===== src/rtl/spi_controller.sv =====
`default_nettype none
// ============================================================================
//  Module   : spi_controller
//  Purpose  : SPI mode-0 initiator issuing 16-bit {R/W, ADDR[6:0], DATA} frames,
//             slow enough for a peripheral with 2-flop input synchronizers.
//  Revision : 1.0  initial release
// ============================================================================
module spi_controller #(
   parameter int CLK_DIV = 4,
   parameter int CS_HOLD = 4,
   parameter int CS_IDLE = 4
) (
   input  logic       clk,
   input  logic       rst,
   input  logic       cmd_valid,
   output logic       cmd_ready,
   input  logic       cmd_write,
   input  logic [6:0] cmd_addr,
   input  logic [7:0] cmd_wdata,
   output logic       rsp_valid,
   output logic [7:0] rsp_rdata,
   output logic       busy,
   output logic       nCS,
   output logic       SCLK,
   output logic       COPI,
   input  logic       CIPO
);

   typedef enum logic [2:0] {
      S_IDLE = 3'd0,
      S_LOW  = 3'd1,
      S_HIGH = 3'd2,
      S_HOLD = 3'd3,
      S_GAP  = 3'd4
   } state_t;

   localparam logic [7:0] c_DIV_LAST  = 8'(CLK_DIV - 1);
   localparam logic [7:0] c_HOLD_LAST = 8'(CS_HOLD - 1);
   localparam logic [7:0] c_IDLE_LAST = 8'(CS_IDLE - 1);

   state_t      r_state,     w_state_nxt;
   logic [7:0]  r_div_cnt,   w_div_cnt_nxt;
   logic [3:0]  r_bit_cnt,   w_bit_cnt_nxt;
   logic [14:0] r_shift_tx,  w_shift_nxt;
   logic [7:0]  r_rx,        w_rx_nxt;
   logic        r_ncs,       w_ncs_nxt;
   logic        r_sclk,      w_sclk_nxt;
   logic        r_copi,      w_copi_nxt;
   logic        r_rsp_valid, w_rsp_valid_nxt;
   logic [7:0]  r_rsp_rdata, w_rsp_rdata_nxt;

   always_ff @(posedge clk or posedge rst) begin
      if (rst) begin
         r_state     <= S_IDLE;
         r_div_cnt   <= 8'd0;
         r_bit_cnt   <= 4'd0;
         r_shift_tx  <= 15'd0;
         r_rx        <= 8'd0;
         r_ncs       <= 1'b1;
         r_sclk      <= 1'b0;
         r_copi      <= 1'b0;
         r_rsp_valid <= 1'b0;
         r_rsp_rdata <= 8'd0;
      end else begin
         r_state     <= w_state_nxt;
         r_div_cnt   <= w_div_cnt_nxt;
         r_bit_cnt   <= w_bit_cnt_nxt;
         r_shift_tx  <= w_shift_nxt;
         r_rx        <= w_rx_nxt;
         r_ncs       <= w_ncs_nxt;
         r_sclk      <= w_sclk_nxt;
         r_copi      <= w_copi_nxt;
         r_rsp_valid <= w_rsp_valid_nxt;
         r_rsp_rdata <= w_rsp_rdata_nxt;
      end
   end

   always_comb begin
      w_state_nxt     = r_state;
      w_div_cnt_nxt   = r_div_cnt + 8'd1;
      w_bit_cnt_nxt   = r_bit_cnt;
      w_shift_nxt     = r_shift_tx;
      w_rx_nxt        = r_rx;
      w_ncs_nxt       = r_ncs;
      w_sclk_nxt      = r_sclk;
      w_copi_nxt      = r_copi;
      w_rsp_valid_nxt = 1'b0;
      w_rsp_rdata_nxt = r_rsp_rdata;
      case (r_state)
         S_IDLE: begin
            w_div_cnt_nxt = 8'd0;
            if (cmd_valid) begin
               // The R/W bit goes straight onto COPI; only the remaining 15 bits are kept.
               w_shift_nxt   = {cmd_addr, cmd_write ? cmd_wdata : 8'h00};
               w_bit_cnt_nxt = 4'd0;
               w_ncs_nxt     = 1'b0;
               w_copi_nxt    = cmd_write;
               w_state_nxt   = S_LOW;
            end
         end
         S_LOW: begin
            if (r_div_cnt == c_DIV_LAST) begin
               w_div_cnt_nxt = 8'd0;
               w_sclk_nxt    = 1'b1;
               w_state_nxt   = S_HIGH;
            end
         end
         S_HIGH: begin
            if (r_div_cnt == c_DIV_LAST) begin
               w_div_cnt_nxt = 8'd0;
               w_sclk_nxt    = 1'b0;
               // Data phase: eight samples taken MSB first fill the whole byte.
               if (r_bit_cnt[3]) begin
                  w_rx_nxt = {r_rx[6:0], CIPO};
               end
               if (r_bit_cnt == 4'd15) begin
                  w_state_nxt = S_HOLD;
               end else begin
                  w_bit_cnt_nxt = r_bit_cnt + 4'd1;
                  w_copi_nxt    = r_shift_tx[14];
                  w_shift_nxt   = {r_shift_tx[13:0], 1'b0};
                  w_state_nxt   = S_LOW;
               end
            end
         end
         S_HOLD: begin
            if (r_div_cnt == c_HOLD_LAST) begin
               w_div_cnt_nxt   = 8'd0;
               w_ncs_nxt       = 1'b1;
               w_copi_nxt      = 1'b0;
               w_rsp_rdata_nxt = r_rx;
               w_rsp_valid_nxt = 1'b1;
               w_state_nxt     = S_GAP;
            end
         end
         S_GAP: begin
            if (r_div_cnt == c_IDLE_LAST) begin
               w_div_cnt_nxt = 8'd0;
               w_state_nxt   = S_IDLE;
            end
         end
         default: begin
            w_state_nxt = S_IDLE;
         end
      endcase
   end

   assign cmd_ready = (r_state == S_IDLE);
   assign busy      = (r_state != S_IDLE);
   assign rsp_valid = r_rsp_valid;
   assign rsp_rdata = r_rsp_rdata;
   assign nCS       = r_ncs;
   assign SCLK      = r_sclk;
   assign COPI      = r_copi;

endmodule
`default_nettype wire


===== config.mk =====
export PLATFORM = sky130hd
export DESIGN_NAME = spi_controller
export DESIGN_NICKNAME = d
export VERILOG_FILES = /design/src/rtl/spi_controller.sv
export SDC_FILE = /design/constraint.sdc
export NUM_CORES = 1
export LEC_CHECK = 0
export BUFFER_PORTS_ARGS = -buffer_cell sky130_fd_sc_hd__clkbuf_2
export CAP_MARGIN = 20
export CORE_ASPECT_RATIO = 1.25
export CORE_UTILIZATION = 40
export DETAILED_ROUTE_END_ITERATION = 16
export PLACE_DENSITY = 0.64
export SYNTH_ARGS = -nofsm -noshare
export SYNTH_HDL_FRONTEND = slang
export SYNTH_SLANG_ARGS = --single-unit

===== constraint.sdc =====
create_clock -name clk -period 5.65 [get_ports clk]
set_input_delay 0.565 -clock clk [delete_from_list [all_inputs] [get_ports clk]]
set_output_delay 0.565 -clock clk [all_outputs]
set_load 0.01 [all_outputs]

[After elaboration in Yosys (flattened, before gate mapping)]
Index checks and enable logic that the tools add are counted.
Cells by class
  multiplexer cells: 29
  equal/unequal tests: 12
  add/subtract/negate cells: 2
  reduce and logical (&&, ||, !) cells: 14
Operators by type and width (number)
  15-bit two-way mux: 3
  15-bit one-hot mux with 2 select lines: 1
  8-bit two-way mux: 2
  8-bit one-hot mux with 2 select lines: 1
  3-bit two-way mux: 5
  3-bit one-hot mux with 5 select lines: 1
  4-bit two-way mux: 3
  2-bit != test, second input constant: 6
  5-bit AND reduction: 2
  3-bit AND reduction: 3
  8-bit by 1-bit adder with 8-bit output, second input constant: 1
  8-bit by 2-bit equality test with 1-bit output, second input constant: 1
  1-bit two-way mux: 8
  4-bit one-hot mux with 2 select lines: 1
  3-bit by 2-bit equality test with 1-bit output, second input constant: 2
  2-bit nonzero test: 3
  3-bit nonzero test: 2
  4-bit by 1-bit adder with 4-bit output, second input constant: 1
  4-bit equality test, second input constant: 1
  1-bit one-hot mux with 2 select lines: 2
  4-bit AND reduction: 1
  4-bit OR reduction: 1
  3-bit by 1-bit equality test with 1-bit output, second input constant: 1
  3-bit equality test, second input constant: 1
  other kinds (4): 4
Storage, ports and cells
  output and inout port bits: 14
  logic and storage cells: 67
  input port bits: 20
  register bits after elaboration: 50

[Depth between registers and ports, before layout]
Gate-level depths: netlist of the first run.
  word-level depth: 4
  gate-level depth with buffers: 6
  depth with buffers taken out: 5

[Worst setup path after synthesis of the first run]
OpenSTA, ideal clock, no wires.
  path kind: register to register
  start point: register r_div_cnt[0]
  end point: register r_shift_tx[0]
  library setup time: 0.127 ns
  arrival: 1.832 ns
  cell stages (with the launch flop): 7
  setup slack: 3.691 ns
  period minus slack after synthesis: 1.959 ns
  data required time: 5.523 ns
  path buffers: 1
  path through: dfrtp_1 -> ha_1 -> nor4b_4 -> a41oi_2 -> nor3_4 -> buf_6 -> mux2_1
On the way
  longest elaborated chain between the ends: 3
Ends and longest elaborated chain
  start: declaration: line 42  | logic [7:0] r_div_cnt, w_div_cnt_nxt;
  start signal: assignment: line 66  | r_div_cnt <= w_div_cnt_nxt;
  8-bit by 2-bit equality test with 1-bit output: line 109  | if (r_div_cnt == c_DIV_LAST) begin
  2-bit != test (no source line)
  4-bit AND reduction (no source line)
  end signal: assignment: line 68  | r_shift_tx <= w_shift_nxt;
  end: declaration: line 44  | logic [14:0] r_shift_tx, w_shift_nxt;
No other way between the ends.
A chain may end at the register's enable or synchronous reset.

[Worst setup path in the final report of the first run]
  start point: register r_div_cnt[5]
  end point: register r_shift_tx[9]
The elaborated chain is that of the path after synthesis.

==> results of run 1 <==
synth_stat cells, types with 2 or more instances:
cell type / number / area [um^2]
a31oi_1: 2 / 12.5
and2_1: 2 / 12.5
and3_1: 3 / 18.8
clkbuf_1: 5 / 18.8
dfrtp_1: 49 / 1230
ha_1: 2 / 25.0
inv_1: 6 / 22.5
mux2_1: 7 / 78.8
mux2_2: 32 / 360
mux2i_1: 2 / 20.0
nand2_1: 21 / 78.8
nand2b_1: 2 / 12.5
nand3_1: 4 / 20.0
nand3b_1: 2 / 15.0
nand4_1: 4 / 25.0
nor2_1: 14 / 52.6
nor2b_1: 4 / 25.0
o21ai_0: 9 / 45.0
xnor2_1: 3 / 26.3
xor2_1: 3 / 26.3
where the power goes:
group,leakage (nW),switching [mW],internal [mW]
Sequential,0.649,0.0826,0.462
Clock,0.0544,0.113,0.112
Combinational,0.588,0.146,0.157
Total,1.29,0.341,0.732
area by class of cell:
cell class | count | area, um^2 | area share (%)
sequential | 50 | 1250 | 47.0
multi-input combinational | 131 | 1010 | 38.0
timing repair buffer | 35 | 193 | 7.23
clock buffer | 7 | 96.3 | 3.62
tap | 64 | 80.1 | 3.00
inverter | 6 | 22.5 | 0.845
clock inverter | 1 | 8.76 | 0.329
final timing paths:
kind	slack (ns)	depth (start not counted)	to
worst max-delay path	3.28	4	r_shift_tx[9]$_DFFE_PP0P_
worst min-delay path	0.17	2	rsp_valid$_DFF_PP0_
worst max register to register	3.28	4	r_shift_tx[9]$_DFFE_PP0P_
worst min register to register	0.45	1	r_div_cnt[0]$_DFF_PP0_
max in group asynchronous	4.95	3	nCS$_DFFE_PP1P_
min in group clk	0.45	1	r_div_cnt[0]$_DFF_PP0_
through the flow:
stage                     std cells  utilization (%)  hold slack, ns  total power [mW]  worst slack, ns
after detailed placement        285             46.0           0.447             0.862             3.28
final                           294             48.3           0.166              1.07             3.28
after global placement          285             46.0           0.438             0.852             3.35
after CTS                       293             47.9           0.456              1.09             3.27
after global routing            294             48.3           0.170              1.16             3.08
after floorplan                 196                -           0.424             0.782             3.69
kinds of logic after synthesis:
| logic type | synth area share [%] |
|---|---|
| AOI/OAI and AO/OA | 5.64 |
| xor gates and xnor gates | 2.25 |
| adders and majority gates | 1.50 |
| buffers and inverters | 2.84 |
| DFF | 53.7 |
| muxes | 19.7 |
| and+or+nand+nor | 14.3 |
critical path: cells and delay by family (launching register included):
family / cells / cell delay (ns)
multiplexers: 1 / 0.42
flip-flops: 1 / 0.42
AO/OA/AOI/OAI: 1 / 0.24
AND/OR/NAND/NOR: 2 / 1.18
per-layer routing:
| metal | global-route usage (%) | vias to the layer above |
|---|---|---|
| li1 | - | 745 |
| met5 | 0 | - |
| met4 | 7.64 | 0 |
| met3 | 2.55 | 4 |
| met1 | 16.3 | 727 |
| met2 | 24.9 | 22 |
state kept, by name (all words and copies together) (netlist names):
| register | count |
|---|---|
| r_shift_tx | 15 |
| r_div_cnt | 8 |
| r_rx | 8 |
| rsp_rdata | 8 |
| r_bit_cnt | 4 |
| r_state | 3 |
| COPI | 1 |
| SCLK | 1 |
| nCS | 1 |
| rsp_valid | 1 |
==> flow_metrics.py, run 1 <==
metrics = {
    "timing": {
        "rsz0062_at_grt": "no",
        "clock.fmax_ghz": 0.422,
        "fin_worst_skew_ns": 0.00732,
        "fin_crit_ns": 2.37,
        "fin_crit_sh_pct": 42.0,
        "slew_headroom_pct": 43.5,
        "final-max-slew-violation-count": 0,
        "fin_setup_tns_ns": 0,
        "hold_viol_final": 0,
        "setup_viol": 0,
        "worst_pin_slew_ns": 0.845,
    },
    "critical_path": {
        "path_class": "register to register",
        "slowest_delay_ns": 0.69,
        "critPathCaptureType": "register",
        "crit_slowest_cell": "nor3_4",
        "crit_path_start": "r_div_cnt[5]$_DFF_PP0_",
        "critPathLaunchType": "register",
        "critPathMaxFanout": 18,
        "cp_cell_sequence": "nor3_1, a41oi_2, nor3_4, mux2_2",
        "cp.arrival_ns": 2.55,
        "crit_required_ns": 5.83,
        "r2r_start": "r_div_cnt[5]$_DFF_PP0_",
    },
    "global_route": {
        "grt_usage_pct": 14.2,
        "antenna_found_initial": 0,
        "grt_pass1_wl_um": 6800,
        "grt_overflow": 0,
        "grt_pass1_vias": 1525,
        "grt_max_degree": 51,
    },
    "finish": {
        "final_cell_mix": "dfrtp_1, clkbuf_2, mux2_2",
        "final_common_cell": "dfrtp_1",
        "fill_cells": 509,
        "final_cell_area_um2": 2670,
        "drive_above_1_share_pct": 35.7,
        "antenna_cells": 0,
        "fin_nets": 251,
        "areaGrowthSynthToFinish_pct": 14.3,
    },
    "die": {
        "die_w_um": 70.3,
        "io_pins": 34,
        "initial_core_util_pct": 42.2,
        "die_h_um": 87.4,
        "core_area_um2": 5520,
        "dieArea_um2": 6140,
        "rows": 30,
    },
    "yosys": {
        "synth_edf_count": 0,
        "synth_ff_type": "dfrtp_1",
        "syn-cell-area_um2": 2330,
        "syn_inst": 196,
        "ys_ff_latch": 50,
        "synthArstFlopShare_pct": 100,
        "synth-seq-area-share_pct": 53.7,
        "yosysUniqueCellTypes": 40,
        "syn_area_per_cell_um2": 11.9,
        "ys_warn_count": 0,
        "syn-num-nets": 218,
    },
    "detailed_routing": {
        "wl_per_cell_um": 13.2,
        "met3_length_um": 96,
        "wl_um": 3880,
        "wl_met1_um": 1730,
        "drc": 0,
        "dr.pass1.iters": 4,
        "top_layer": "met4",
        "dr_wl_met2_um": 1980,
        "vias": 1498,
        "postRouteAntennaNets": 0,
        "viasPerCell": 5.10,
        "drt_iter0_drc": 47,
    },
    "clock_network": {
        "htreeDepth": 2,
        "cts-resized-gates": 0,
        "clk_pin_slew_ns": 0.09,
        "cts_tree": "yes",
        "clock_sinks": 50,
        "cts_made_buffers": 5,
        "ctsHoldBuffers": 0,
        "cts_setup_buffers": 0,
        "insertion_delay_ns": 0.30,
        "cts_buffer_depth": 2,
        "root_buffer": "clkbuf_8",
    },
    "run": {
        "drv_cap": 0,
    },
    "place": {
        "routabilityCongestion": 0.771,
        "portBuffers": 33,
        "postPlaceCellArea_um2": 2540,
        "hpwl_um": 2780,
    },
    "pwr": {
        "p_leak_nw": 1.29,
        "vdd_drop_max_uv": 192,
        "p_per_area_nw_per_um2": 403,
    },
    "run_status": {
        "status": "finished clean",
    },
    "hold_path": {
        "hold_path.class": "input port to asynchronous set/reset pin",
    },
}
No activity file was read; power rests on OpenSTA's default activity.
==> inputs of run 2 (changes only) <==
Settings changed: ABC_AREA set to 1.
Clock period 5.65 ns to 2.2 ns, I/O delays scaled along.
==> flow_metrics.py, run 2 <==
metrics = {
    "critical_path": {
        "path_class": "register to register",
        "crit_slowest_cell": "dfrtp_1",
        "critPathMostFrequentCell": "nand2_1",
        "critPathCaptureType": "register",
        "cp_cell_sequence": "ha_1, nand2_1, nor2_1, nand2_2, nand2_4, nand3_4, nand2_1, nand2_1",
        "crit_path_start": "r_div_cnt[0]$_DFF_PP0_",
        "cp.arrival_ns": 1.98,
        "critPathLaunchType": "register",
        "rr_worst_depth": 8,
        "slowest_delay_ns": 0.38,
        "critPathMaxFanout": 20,
        "r2r_start": "r_div_cnt[0]$_DFF_PP0_",
        "rrSetupSlack_ns": 0.43,
        "r2r_end": "r_shift_tx[2]$_DFFE_PP0P_",
        "crit_required_ns": 2.41,
    },
    "detailed_routing": {
        "wl_met1_um": 2300,
        "drc": 0,
        "met3_length_um": 216,
        "drt_iter0_drc": 128,
        "wl_um": 5040,
        "top_layer": "met4",
        "vias": 2091,
        "viasPerCell": 4.84,
        "dr.pass1.iters": 4,
        "postRouteAntennaNets": 0,
        "wl_per_cell_um": 11.7,
        "dr_wl_met2_um": 2450,
    },
    "timing": {
        "fin_crit_sh_pct": 80.4,
        "setup_viol": 0,
        "worst_pin_slew_ns": 0.577,
        "hold_viol_final": 0,
        "fin_worst_skew_ns": 0.00856,
        "clock.fmax_ghz": 0.565,
        "fin_crit_ns": 1.77,
        "timing.hold.ws_ns": 0.139,
        "fin_setup_tns_ns": 0,
        "slew_headroom_pct": 61.5,
        "rsz0062_at_grt": "no",
        "final-max-slew-violation-count": 0,
    },
    "yosys": {
        "yosysTopAreaCell": "dfrtp_1",
        "ys_ff_latch": 50,
        "synthArstFlopShare_pct": 100,
        "netlist.area_leader.share_pct": 48.1,
        "synth_common_cells": "nand2_1, dfrtp_1, inv_1",
        "synth_ff_type": "dfrtp_1",
        "synth-seq-area-share_pct": 49.1,
        "synth_edf_count": 0,
        "syn_inst": 314,
        "synth.most_common_cell": "nand2_1",
        "yosysUniqueCellTypes": 27,
        "ys_warn_count": 0,
        "syn-num-nets": 336,
        "syn-cell-area_um2": 2550,
        "yosys-top-cells-area": "dfrtp_1, nand2_1, nand4_1",
        "syn_area_per_cell_um2": 8.12,
    },
    "clock_network": {
        "clk_pin_slew_ns": 0.10,
        "htreeDepth": 2,
        "cts_made_buffers": 5,
        "insertion_delay_ns": 0.31,
        "cts-resized-gates": 0,
        "cts_buffer_depth": 2,
        "root_buffer": "clkbuf_8",
        "clock_sinks": 50,
        "cts_tree": "yes",
    },
    "die": {
        "io_pins": 34,
        "initial_core_util_pct": 41.4,
        "die_w_um": 73.4,
        "die_h_um": 91.3,
        "rows": 32,
        "dieArea_um2": 6700,
        "core_area_um2": 6170,
    },
    "place": {
        "portBuffers": 33,
        "postPlaceCellArea_um2": 2750,
        "routabilityCongestion": 0.841,
        "hpwl_um": 3460,
    },
    "pwr": {
        "p_leak_nw": 1.53,
        "vdd_drop_max_uv": 353,
        "p_per_area_nw_per_um2": 536,
        "report.power.total_mw": 1.53,
    },
    "global_route": {
        "grt_pass1_vias": 2023,
        "grt_usage_pct": 16.6,
        "grt_max_degree": 27,
        "antenna_found_initial": 0,
        "grt_pass1_wl_um": 8800,
        "grt_overflow": 0,
    },
    "finish": {
        "final_common_cell": "nand2_1",
        "final_cell_area_um2": 2860,
        "antenna_cells": 0,
        "fill_cells": 635,
        "drive_above_1_share_pct": 20.7,
        "final_cell_mix": "nand2_1, dfrtp_1, clkbuf_2",
        "largest_reg_flops": 15,
        "fin_nets": 368,
        "regMostFlops": "r_shift_tx",
        "areaGrowthSynthToFinish_pct": 12.0,
    },
    "hold_path": {
        "worstHoldEndpoint": "r_rx[0]$_DFFE_PP0P_",
        "hold_start": "CIPO",
        "worst_hold_path.num_cells": 3,
        "hold_path.class": "input port to register",
    },
    "run_status": {
        "status": "finished clean",
    },
    "run": {
        "drv_cap": 0,
    },
}
## run 2: how the worst max path moves through the flow
| stage | slack (ns) | to | cells after the start |
|---|---|---|---|
| floorplan | 0.75 | r_bit_cnt[0]$_DFFE_PP0P_ | 8 |
| global placement | 0.49 | r_shift_tx[7]$_DFFE_PP0P_ | 8 |
| detailed placement | 0.43 | r_shift_tx[2]$_DFFE_PP0P_ | 8 |
| CTS | 0.41 | r_shift_tx[2]$_DFFE_PP0P_ | 8 |
| global route | 0.26 | r_shift_tx[2]$_DFFE_PP0P_ | 8 |
| finish | 0.43 | r_shift_tx[2]$_DFFE_PP0P_ | 8 |
## run 2: stage by stage
step / std cells / util, % / setup slack [ns]
floorplan: 314 / - / 0.752
global placement: 423 / 44.6 / 0.493
detailed placement: 423 / 44.6 / 0.425
CTS: 432 / 46.3 / 0.412
global route: 432 / 46.3 / 0.260
finish: 432 / 46.3 / 0.431
## run 2: layout make-up
type	instances	area [um^2]	area share, %
inverter	26	97.6	3.42
clock inverter	3	28.8	1.01
multi-input combinational	224	1080	37.7
clock buffer	5	68.8	2.41
sequential	50	1250	43.8
tap	85	106	3.72
timing repair buffer	39	225	7.88
## run 2: critical path: cells and delay by family, from the launching register on
| kind | cells | cell delay, ns |
|---|---|---|
| adders and majority gates | 1 | 0.20 |
| DFF | 1 | 0.38 |
| and+or+nand+nor | 7 | 1.10 |
## run 2: power by group
| group | internal [mW] | switching, mW | total, mW | leakage, nW |
|---|---|---|---|---|
| clock | 0.236 | 0.336 | 0.572 | 0.0502 |
| combinational | 0.0168 | 0.0257 | 0.0425 | 0.811 |
| sequential | 0.918 | 0 | 0.918 | 0.665 |
| total | 1.17 | 0.361 | 1.53 | 1.53 |
## run 2: repair_timing
| action | 4_1_cts | 5_1_grt |
|---|---|---|
| endpoints found under the hold margin | 24 | 0 |
| hold buffers | 1 | 0 |
| buffers inserted | 0 | 0 |
## run 2: cell families after synthesis
kind of cell / count (synthesis) / synth area share, %
flip-flops: 50 / 49.1
buffers and inverters: 40 / 8.64
AND/OR/NAND/NOR: 195 / 35.8
adder cells (fa/ha/maj): 2 / 0.981
AO/OA/AOI/OAI: 27 / 5.45
## run 2: layer usage
layer / vias up / GRT usage (%)
met5: - / 0
met4: 0 / 5.77
met3: 9 / 3.55
met2: 48 / 28.0
met1: 961 / 20.6
li1: 1073 / -
==> inputs of run 3 (changes only) <==
Clock period 2.2 ns to 1.8 ns, I/O delays scaled along.
==> flow_metrics.py, run 3 (synthesis gave the netlist of run 2 again) <==
metrics = {
    "finish": {
        "regMostFlops": "r_shift_tx",
        "antenna_cells": 0,
        "fin_nets": 371,
        "final_core_util_pct": 47.3,
        "final_common_cell": "nand2_1",
        "fill_cells": 660,
        "final_cell_mix": "nand2_1, dfrtp_1, clkbuf_2",
        "largest_reg_flops": 15,
        "areaGrowthSynthToFinish_pct": 14.5,
        "finalNonFillerCells": 435,
        "drive_above_1_share_pct": 21.4,
    },
    "die": {
        "rows": 32,
        "initial_core_util_pct": 41.4,
        "core_area_um2": 6170,
        "die_w_um": 73.4,
        "die_h_um": 91.3,
        "dieArea_um2": 6700,
        "io_pins": 34,
    },
    "detailed_routing": {
        "wl_um": 4920,
        "drc": 0,
        "vias": 2110,
        "dr.pass1.iters": 4,
        "postRouteAntennaNets": 0,
        "drt_iter0_drc": 105,
        "viasPerCell": 4.85,
        "wl_per_cell_um": 11.3,
    },
    "clock_network": {
        "insertion_delay_ns": 0.31,
        "htreeDepth": 2,
        "cts_made_buffers": 5,
        "root_buffer": "clkbuf_8",
        "cts_buffer_depth": 2,
        "cts_tree": "yes",
        "clk_pin_slew_ns": 0.10,
        "clock_sinks": 50,
    },
    "pwr": {
        "vdd_drop_max_uv": 467,
        "pwr-share-seq_pct": 52.9,
        "p_sw_share_pct": 19.9,
        "p_sw_uw": 421,
        "p_per_area_nw_per_um2": 727,
        "internal_power_mw": 1.70,
        "combPwrFrac_pct": 2.4,
        "p_leak_nw": 1.56,
        "clockPowerShare_pct": 44.7,
    },
    "place": {
        "hpwl_um": 3390,
        "portBuffers": 33,
        "routabilityCongestion": 0.753,
        "dp.cells": 426,
    },
    "run_status": {
        "status": "finished clean",
    },
    "timing": {
        "final-max-slew-violation-count": 0,
        "hold_viol_final": 0,
        "rsz0062_at_grt": "no",
        "timing.hold.ws_ns": 0.106,
        "setup_viol": 0,
        "fin_crit_sh_pct": 89.9,
        "fin_setup_tns_ns": 0,
        "fin_crit_ns": 1.62,
        "slew_headroom_pct": 78.1,
        "worst_pin_slew_ns": 0.325,
        "clock.fmax_ghz": 0.618,
        "fin_worst_skew_ns": 0.00730,
    },
    "global_route": {
        "antenna_found_initial": 0,
        "grt_pass1_vias": 1953,
        "grtUsageMet2_pct": 28.5,
        "grt_max_degree": 51,
        "top_usage_layer": "met2",
        "grt_usage_pct": 16.8,
        "grt_pass1_wl_um": 8800,
        "grt_overflow": 0,
        "grt_use_met3_pct": 3.66,
        "met1_usage_pct": 21.3,
    },
    "critical_path": {
        "critPathMostFrequentCell": "nand2_1",
        "cp_cell_sequence": "ha_1, nand2_1, nor2_1, nand2_2, nand2_4, nand3_4, nand2_1, nand2_1",
        "crit_slowest_cell": "dfrtp_1",
        "crit_required_ns": 2.00,
        "critPathCaptureType": "register",
        "critPathMaxFanout": 19,
        "critPathLaunchType": "register",
        "path_class": "register to register",
        "slowest_delay_ns": 0.38,
        "cp.arrival_ns": 1.82,
    },
    "run": {
        "drv_cap": 0,
    },
    "hold_path": {
        "hold_path.class": "input port to register",
    },
}
-- run 3: changes by cell type in the layout (fill, tap and decap cells not counted), sizes merged --
cell	delta
buf	+3
inv	-1
clkinv	-1
bufinv	+2
-- run 3: critical path, delay by kind of cell, from the launching register on --
family	cells	cell delay, ns
fa+ha+maj	1	0.21
flops	1	0.38
simple gates	7	0.92
-- run 3: worst paths after layout --
kind | slack, ns | startpoint | to | depth (start not counted)
max in group asynchronous | 1.09 | rst | nCS$_DFFE_PP1P_ | 4
worst min register to register | 0.47 | r_rx[7]$_DFFE_PP0P_ | rsp_rdata[7]$_DFFE_PP0P_ | 2
worst max register to register | 0.18 | r_div_cnt[0]$_DFF_PP0_ | r_shift_tx[4]$_DFFE_PP0P_ | 8
worst min-delay path | 0.11 | CIPO | r_rx[0]$_DFFE_PP0P_ | 3
worst max-delay path | 0.18 | r_div_cnt[0]$_DFF_PP0_ | r_shift_tx[4]$_DFFE_PP0P_ | 8
min in group asynchronous | 0.43 | rst | r_shift_tx[1]$_DFFE_PP0P_ | 4
-- run 3: repair_timing --
action                                 in CTS  in global routing
hold buffers                                1                  0
endpoints found under the hold margin      49                  0
gates resized for setup                     0                  0
setup endpoints to repair                   0                  0
buffers inserted                            0                  0
-- run 3: power groups by stage --
stage	Sequential [mW]	Clock [mW]	Combinational, mW
floorplan	1.14	0	0.0194
global placement	1.14	0	0.0527
detailed placement	1.14	0	0.0528
CTS	1.12	0.966	0.0545
global route	1.12	1.01	0.0595
finish	1.12	0.947	0.0517
-- run 3: metal layers --
metal  vias up  routed length (um)
met1       991                2330
met4         0                  53
li1       1076                   -
met5         -                   0
met3         5                 170
met2        38                2370
-- run 3: final cells by class --
type	count	area [um^2]	area share, %
clock buffer	5	68.8	2.36
sequential	50	1250	42.9
inverter	26	97.6	3.34
timing repair buffer	42	248	8.49
tap	85	106	3.64
clock inverter	3	68.8	2.36
multi-input combinational	224	1080	36.9
-- run 3: stage by stage --
stage | total power [mW] | setup slack (ns) | instance area (um^2)
after floorplan | 1.16 | 0.352 | 2550
after global placement | 1.20 | 0.208 | 2770
after detailed placement | 1.20 | 0.165 | 2770
after CTS | 2.14 | 0.158 | 2920
after global routing | 2.19 | 0.00782 | 2920
final | 2.12 | 0.182 | 2920
